--- src/rtl/xlr8_dm_arb.sv ---
// rtl/xlr8_dm_arb.sv - data-memory port arbiter between the AVR core and one XB requester
module xlr8_dm_arb #(
    parameter int STARVE_LIMIT = 8,
    parameter int CNT_W        = 4
) (
    input  logic        clk,
    input  logic        rst,
    input  logic        core_dm_ce,
    input  logic        core_dm_we,
    input  logic [15:0] core_dm_adr,
    input  logic [7:0]  core_dm_dout,
    input  logic        xb_req,
    input  logic        xb_we,
    input  logic [15:0] xb_adr,
    input  logic [7:0]  xb_wdata,
    output logic        xb_gnt,
    output logic        xb_rvalid,
    output logic [7:0]  xb_rdata,
    output logic        core_hold,
    output logic        dm_ce,
    output logic        dm_we,
    output logic [15:0] dm_adr,
    output logic [7:0]  dm_dout,
    input  logic [7:0]  dm_din
);

    typedef enum logic [1:0] {
        S_IDLE = 2'd0,
        S_WAIT = 2'd1,
        S_HOLD = 2'd2
    } state_t;

    state_t           state_q, state_d;
    logic [CNT_W-1:0] wait_cnt_q, wait_cnt_d;
    logic             rvalid_q, rvalid_d;
    logic             starve_hit;

    // The core always wins unless it has been frozen for the XB.
    assign xb_gnt = xb_req & ~rst & ((state_q == S_HOLD) | ~core_dm_ce);

    assign starve_hit = (STARVE_LIMIT != 0) && (32'(wait_cnt_q) == STARVE_LIMIT - 1);

    always_comb begin
        dm_ce   = core_dm_ce;
        dm_we   = core_dm_we;
        dm_adr  = core_dm_adr;
        dm_dout = core_dm_dout;
        if (xb_gnt) begin
            dm_ce   = 1'b1;
            dm_we   = xb_we;
            dm_adr  = xb_adr;
            dm_dout = xb_wdata;
        end else if (state_q == S_HOLD && !rst) begin
            // Requester dropped its request while the core is frozen: no access at all.
            dm_ce = 1'b0;
            dm_we = 1'b0;
        end
    end

    always_comb begin
        state_d    = state_q;
        wait_cnt_d = wait_cnt_q;
        rvalid_d   = xb_gnt & ~xb_we;
        if (xb_gnt || !xb_req) begin
            state_d    = S_IDLE;
            wait_cnt_d = '0;
        end else begin
            wait_cnt_d = (&wait_cnt_q) ? wait_cnt_q : wait_cnt_q + 1'b1;
            state_d    = starve_hit ? S_HOLD : S_WAIT;
        end
    end

    always_ff @(posedge clk) begin
        if (rst) begin
            state_q    <= S_IDLE;
            wait_cnt_q <= '0;
            rvalid_q   <= 1'b0;
        end else begin
            state_q    <= state_d;
            wait_cnt_q <= wait_cnt_d;
            rvalid_q   <= rvalid_d;
        end
    end

    assign core_hold = (state_q == S_HOLD);
    assign xb_rvalid = rvalid_q;
    assign xb_rdata  = dm_din;

endmodule
--- config.mk ---
export PLATFORM = sky130hd
export DESIGN_NAME = xlr8_dm_arb
export DESIGN_NICKNAME = d
export VERILOG_FILES = /design/src/rtl/xlr8_dm_arb.sv
export SDC_FILE = /design/constraint.sdc
export NUM_CORES = 1
export LEC_CHECK = 0
export ABC_AREA = 1
export CAP_MARGIN = 20
export CORE_MARGIN = 3
export CORE_UTILIZATION = 35
export DETAILED_ROUTE_END_ITERATION = 10
export DONT_BUFFER_PORTS = 1
export PLACE_DENSITY = 0.55
export SLEW_MARGIN = 10
export SYNTH_ARGS = -nofsm -noshare
export SYNTH_HDL_FRONTEND = slang
export SYNTH_SLANG_ARGS = --single-unit
--- constraint.sdc ---
create_clock -name clk -period 1.3 [get_ports clk]
set_input_delay 0.065 -clock clk [delete_from_list [all_inputs] [get_ports clk]]
set_output_delay 0.065 -clock clk [all_outputs]
set_load 0.01 [all_outputs]
Word-level counts from Yosys, hierarchy flattened
Index checks and enable logic that the tools add are counted.

cells by class
  $add $sub $neg = 1
  equality and inequality tests = 2
  muxes and demuxes = 7
  bitwise logic cells = 7
  reductions and logical operators = 6

operators by type and width
  operator             count
  $mux 16              1
  $mux 8               1
  $add 4x1->4 const B  1
  $eq 4x3->1 const B   1
  $mux 1               4
  $reduce_and 4->1     1
  $and 1x1->1          3
  $not 1->1            3
  $eq 2x2->1 const B   1
  $logic_not 1->1      2
  $mux 2               1
  $reduce_or 2->1      1
  $logic_and 1x1->1    1
  $logic_or 1x1->1     1
  $or 1x1->1           1

storage, ports and cells
  register bits = 7
  input bits = 62
  output and inout bits = 37
  word-level logic and storage cells = 26

Longest topological paths before layout
Gate-level depths: netlist (run 1).

  word-level depth = 5
  gate-level depth with buffers = 6

Worst setup path before layout (run 1)
Ideal clock, no wire load.

  kind = register to output
  start = register state_q[1]
  end = output dm_adr[10]
  data arrival time = 0.988 ns
  required time = 1.235 ns
  path slack = 0.247 ns
  stages on the path, launching flop included = 7
  path buffers = 1
  path through = dfxtp_1 inv_2 o21ai_4 nand2_4 buf_6 nand2_1 nand2_1

on the way
  cells in the longest elaborated chain, start to end = 4

ends and longest elaborated chain
  item                    RTL line  RTL
  start, declared         33        state_t state_q, state_d;
  start signal, assigned  79        state_q <= state_d;
  $eq 2x2->1              39        assign xb_gnt = xb_req & ~rst & ((state_q == S_HOLD) | ~core_dm_ce);
  $or 1x1->1              39
  $and 1x1->1             39
  $mux 16                 48        if (xb_gnt) begin
  end, declared           22        output logic [15:0] dm_adr,

No other way between the ends.

Worst setup path in the final report (run 1)
  start = register state_q[1]
  end = output dm_adr[11]

The elaborated chain is that of the path after synthesis.

==> results.cfg, run 1 <==
[timing]
rsz0062_at_grt = yes
slew_headroom_pct = 75.7
slew_viol_final = 0
setup_viol = 16
fin_ws_ns = -0.0312
hold_viol_final = 0
fin_crit_ns = 1.33
fmaxAchievable_mhz = 751
min_period_over_period_pct = 102
worst-slew-pin-transition_ns = 0.363
finalClockSkew_ns = 0.00149
holdWs_ns = 0.0373
finalSetupTns_ns = -0.260

[worst_setup_path]
slowest_delay_ns = 0.33
crit_buf_inv = 3
cpMaxStageDelayCell = dfxtp_2
crit_arrival_ns = 1.27
worstPathRequired_ns = 1.24
cp_cell_sequence = inv_2 > o21ai_4 > buf_12 > clkbuf_16 > nand3_2 > nand2_2
crit_family = buffers and inverters
worstPathMaxFanout = 6
end_kind = output pin
criticalPathCategory = reg2out
start_kind = register

[routing]
routed_wl_microns = 2430
drc = 0
ant_nets = 0
firstDrtPassIters = 3
vias_per_cell = 5.20
initialDrtViolationCount = 11
vias = 858
wl_per_cell_microns = 14.7

[clock_network]
root_buffer = clkbuf_4
clkTransAtPathRegs_ns = 0.05
cts_buffer_depth = 2
cts_tree = built
clk_latency_ns = 0.25
htree_levels = 1
cts-buffers-inserted = 3
cts.sinks = 7

[final_layout]
drive_gt1_share_pct = 44.9
final_common_cell = nand2_1
diodes = 0
design_area_sq_mm = 0.00105
nets = 202
fin_util_pct = 52.2
area_growth_pct = 36.4
final_cell_mix = 37 x nand2_1, 25 x nand2_2, 19 x nand3_2

[synthesis]
synth_fp_nets = 203
ys_top_cells_by_area = nand2_1 30%, nand3_1 19%, dfxtp_1 18%, buf_4 11%, inv_1 4.9%
yosys.area.top_type = nand2_1
synth.cell_area_sq_um = 773
yosysWarningCount = 0
yosysSeqAreaShare_pct = 18.1
ys_ff_latch = 7
yosysTopAreaCellShare_pct = 30.1
synth_cell_types = 14
avgSynthCellArea_sq_um = 5.52
synthCells = 140

[placement]
gp_routability_congestion = 0.730
place_area_sq_um = 719
port_buffers = 0
dp_hpwl_microns = 1530

[floorplanning]
core-area_sq_mm = 0.00202
io_pins = 99
die_h_microns = 53
row_count = 16
start_util_pct = 38.2
die-area_sq_mm = 0.00281
chipWidth_microns = 53

[global_routing]
grt_max_degree = 25
grt_pass1_wl_microns = 3130
gr-total-overflow = 0
antenna_found_initial = 0
grt_pass1_vias = 741
grt_usage_pct = 15.2

[pwr]
powerDensity_mw_per_mm2 = 642
irDropWorstVdd_uv = 630
p_leak_nw = 0.489

[flow_run]
maxCapViolations = 0

[outcome]
outcome = finished with violations
violations = setup timing

[worst_hold_path]
hp-class = in2reg
==> layer usage <==
| metal | GRT usage [%] | wire length [microns] |
|---|---|---|
| met2 | 30.6 | 1390 |
| met1 | 15.1 | 808 |
| met4 | 6.81 | 30 |
| met3 | 1.97 | 202 |
| met5 | 0 | 0 |
==> path summary, 6_finish.rpt <==
check / cells past startpoint / slack [ns] / endpoint / startpoint
worst max-delay path: 6 / -0.03 / dm_adr[11] / state_q[1]
worst max register to register: 5 / 0.23 / wait_cnt_q[1] / wait_cnt_q[0]
worst min register to register: 2 / 0.48 / wait_cnt_q[1] / wait_cnt_q[1]
worst min-delay path: 4 / 0.04 / wait_cnt_q[3] / core_dm_ce
==> kinds of logic (layout without fill, tap and decap cells) <==
family / Yosys count / count (layout) / synth area share [%]
and+or+nand+nor: 102 / 103 / 56.0
buffers and inverters: 26 / 23 / 20.2
DFF: 7 / 7 / 18.1
AOI/OAI and AO/OA: 4 / 4 / 4.05
adders and majority gates: 1 / 1 / 1.62
==> layout make-up <==
cell class	instances	area (sq um)
Fill cell	206	967
Clock buffer	4	26.3
Sequential cell	7	143
Inverter	11	41.3
Tap cell	27	33.8
Timing Repair Buffer	8	143
Multi-Input combinational cell	108	668
==> flip-flops by register name, indices dropped and copies added (netlist names) <==
name        cells
xb_rvalid       1
wait_cnt_q      4
state_q         2
==> power by group <==
group	internal (mW)	switching [mW]	leakage [nW]	total (mW)
Sequential	0.219	0.00386	0.0577	0.223
Combinational	0.0970	0.155	0.416	0.252
Clock	0.117	0.0853	0.0150	0.203
==> through the flow <==
step	setup slack, ns	power (mW)	std cells
floorplan	0.247	0.396	140
global placement	0.251	0.383	154
detailed placement	0.222	0.386	154
CTS	-0.0322	0.642	163
global route	-0.0829	0.723	165
finish	-0.0312	0.677	165
==> synth_stat cells <==
master   number
o21ai_4       1
nor2_2        2
nand3_1      30
ha_1          1
inv_2         1
dfxtp_1       7
nor2_1        7
buf_2         2
nand2_4       1
buf_4        11
buf_6         2
inv_1        10
nand2_1      62
a21oi_1       3
==> worst register-to-register path, cell delays in order (launching register included) <==
cell     delay [ns]
dfxtp_1        0.38
ha_1           0.21
nand2_1        0.10
nor2_1         0.13
nand2_1        0.06
a21oi_1        0.13
==> what timing repair did <==
action,in CTS,in global routing
pin swaps,7,26
resized for setup,25,25
buffers inserted,2,0
endpoints found under the hold margin,1,0
hold buffers,1,0
cloned,2,2
endpoints found under the setup margin,26,27
No activity file was read; power rests on OpenSTA's default activity.
==> inputs of run 2 (changes only) <==
CAP_MARGIN = 25   (was 20)
CORE_ASPECT_RATIO = 1.4   (was default)
CTS_CLUSTER_DIAMETER = 100   (was default)
==> run 2 against run 1 <==
  * Non-clock buffer count increased by 1
  * Power is 0.20% higher
  * Global-route usage is 1.9 points lower
  * Die area rose by 0.30%
  * Critical path depth did not move
  * Routed wire length rose by 2.3%
  * Fmax up 0.29%
  * Sequential share of layout area shrank 0.36 points
  * Largest cell class unchanged
  * Cell count shrank 3.0%
  * Register-to-register slack worse by 0.05 ns
  * Clock-buffer cell count did not move
  * The flow still finishes with violations (setup timing)
  * Clock skew up 0.0020 ns
==> results.cfg, run 2 (same netlist as run 1, synthesis figures left out) <==
[worst_setup_path]
start_kind = register
crit_arrival_ns = 1.26
worstPathMaxFanout = 14
reg2reg_from = wait_cnt_q[0]
startpoint = state_q[1]
worstPathRequired_ns = 1.24
reg2regPathDepth = 5
criticalPathCategory = reg2out
end_kind = output pin

[floorplanning]
die-area_sq_mm = 0.00282
chipWidth_microns = 45.7
row_count = 19
core-area_sq_mm = 0.00202
die_h_microns = 61.6
start_util_pct = 38.3
io_pins = 99

[worst_hold_path]
hold_depth = 4
min_from = core_dm_ce
hp-class = in2reg

[routing]
wl_per_cell_microns = 15.6
ant_nets = 0
initialDrtViolationCount = 4
vias = 904
drc = 0
firstDrtPassIters = 4
routed_wl_microns = 2490
vias_per_cell = 5.65

[timing]
fmaxAchievable_mhz = 753
slew_viol_final = 0
finalSetupTns_ns = -0.138
holdWs_ns = 0.0594
fin_ws_ns = -0.0273
setup_viol = 12
fin_crit_ns = 1.33
slew_headroom_pct = 69.0
min_period_over_period_pct = 102
finalClockSkew_ns = 0.00345
rsz0062_at_grt = yes
worst-slew-pin-transition_ns = 0.464
hold_viol_final = 0

[final_layout]
top_register = wait_cnt_q
final_cell_count_no_fill = 160
regArea_sq_um = 143
nets = 203
final_common_cell = nand2_2
final_cell_mix = 38 x nand2_2, 20 x nand2_1, 15 x nand3_2, 15 x nand3_1, 10 x inv_1
drive_gt1_share_pct = 54.7
multiInputGateArea_sq_um = 711
diodes = 0
design_area_sq_mm = 0.00108
fin_util_pct = 53.6
nFillCells = 189
area_growth_pct = 40.1
largest_register_ffs = 4

[pwr]
p_leak_nw = 0.493
irDropWorstVdd_uv = 520
power.total_mw = 0.678
powerDensity_mw_per_mm2 = 626

[global_routing]
grtUsageMet1_pct = 12.5
use_met2_pct = 27.1
grtUsageMet3_pct = 4.39
top_usage_layer = met2
grt_pass1_wl_microns = 2790
antenna_found_initial = 0
grt_pass1_vias = 692
grt_usage_pct = 13.3
grt_max_degree = 16
gr-total-overflow = 0

[clock_network]
cts.sinks = 7
clkTransAtPathRegs_ns = 0.05
cts_tree = built
cts-buffers-inserted = 3
cts_buffer_depth = 2
clk_latency_ns = 0.25
root_buffer = clkbuf_4
htree_levels = 1

[placement]
dp_hpwl_microns = 1690
place_area_sq_um = 719
port_buffers = 0
dp.cells = 149
gp_routability_congestion = 0.748
pre_cts_slack_ns = 0.182

[outcome]
violations = setup timing
outcome = finished with violations

[flow_run]
maxCapViolations = 0
## run 2: power breakdown
| part | total (mW) | internal (mW) | switching (mW) | leakage [nW] |
|---|---|---|---|---|
| registers | 0.223 | 0.219 | 0.00389 | 0.0577 |
| logic | 0.261 | 0.103 | 0.158 | 0.421 |
| clock network | 0.194 | 0.117 | 0.0773 | 0.0150 |
## run 2: final timing paths
| path | slack (ns) | end |
|---|---|---|
| worst max register to register | 0.18 | wait_cnt_q[1] |
| worst min-delay path | 0.06 | wait_cnt_q[3] |
| worst min register to register | 0.50 | wait_cnt_q[1] |
| worst max-delay path | -0.03 | dm_dout[0] |
## run 2: timing repair
| item | in CTS | in global routing |
|---|---|---|
| cloned | 2 | 1 |
| hold endpoints to repair | 1 | 0 |
| resized for setup | 29 | 39 |
| setup buffers | 3 | 0 |
| setup endpoints to repair | 27 | 27 |
| pin swaps | 6 | 18 |
| hold buffers | 1 | 0 |
## run 2: routing by layer
layer / part of all wire [%] / up-vias
met5: 0 / -
met4: 1.6 / 0
met3: 12 / 5
met2: 57 / 50
met1: 30 / 416
li1: - / 433
## run 2: cell type report
| type | count | share of cell area, % |
|---|---|---|
| Clock buffer | 4 | 2.42 |
| Inverter | 11 | 3.81 |
| Timing Repair Buffer | 9 | 12.6 |
| Tap cell | 21 | 2.42 |
| Sequential cell | 7 | 13.2 |
| Multi-Input combinational cell | 108 | 65.6 |
## run 2: critical path, stage by stage (launching register included)
cell     delay [ns]
dfxtp_2        0.33
inv_2          0.05
o21ai_4        0.16
buf_12         0.16
nand2_8        0.10
nand2_1        0.13
nand2_2        0.08
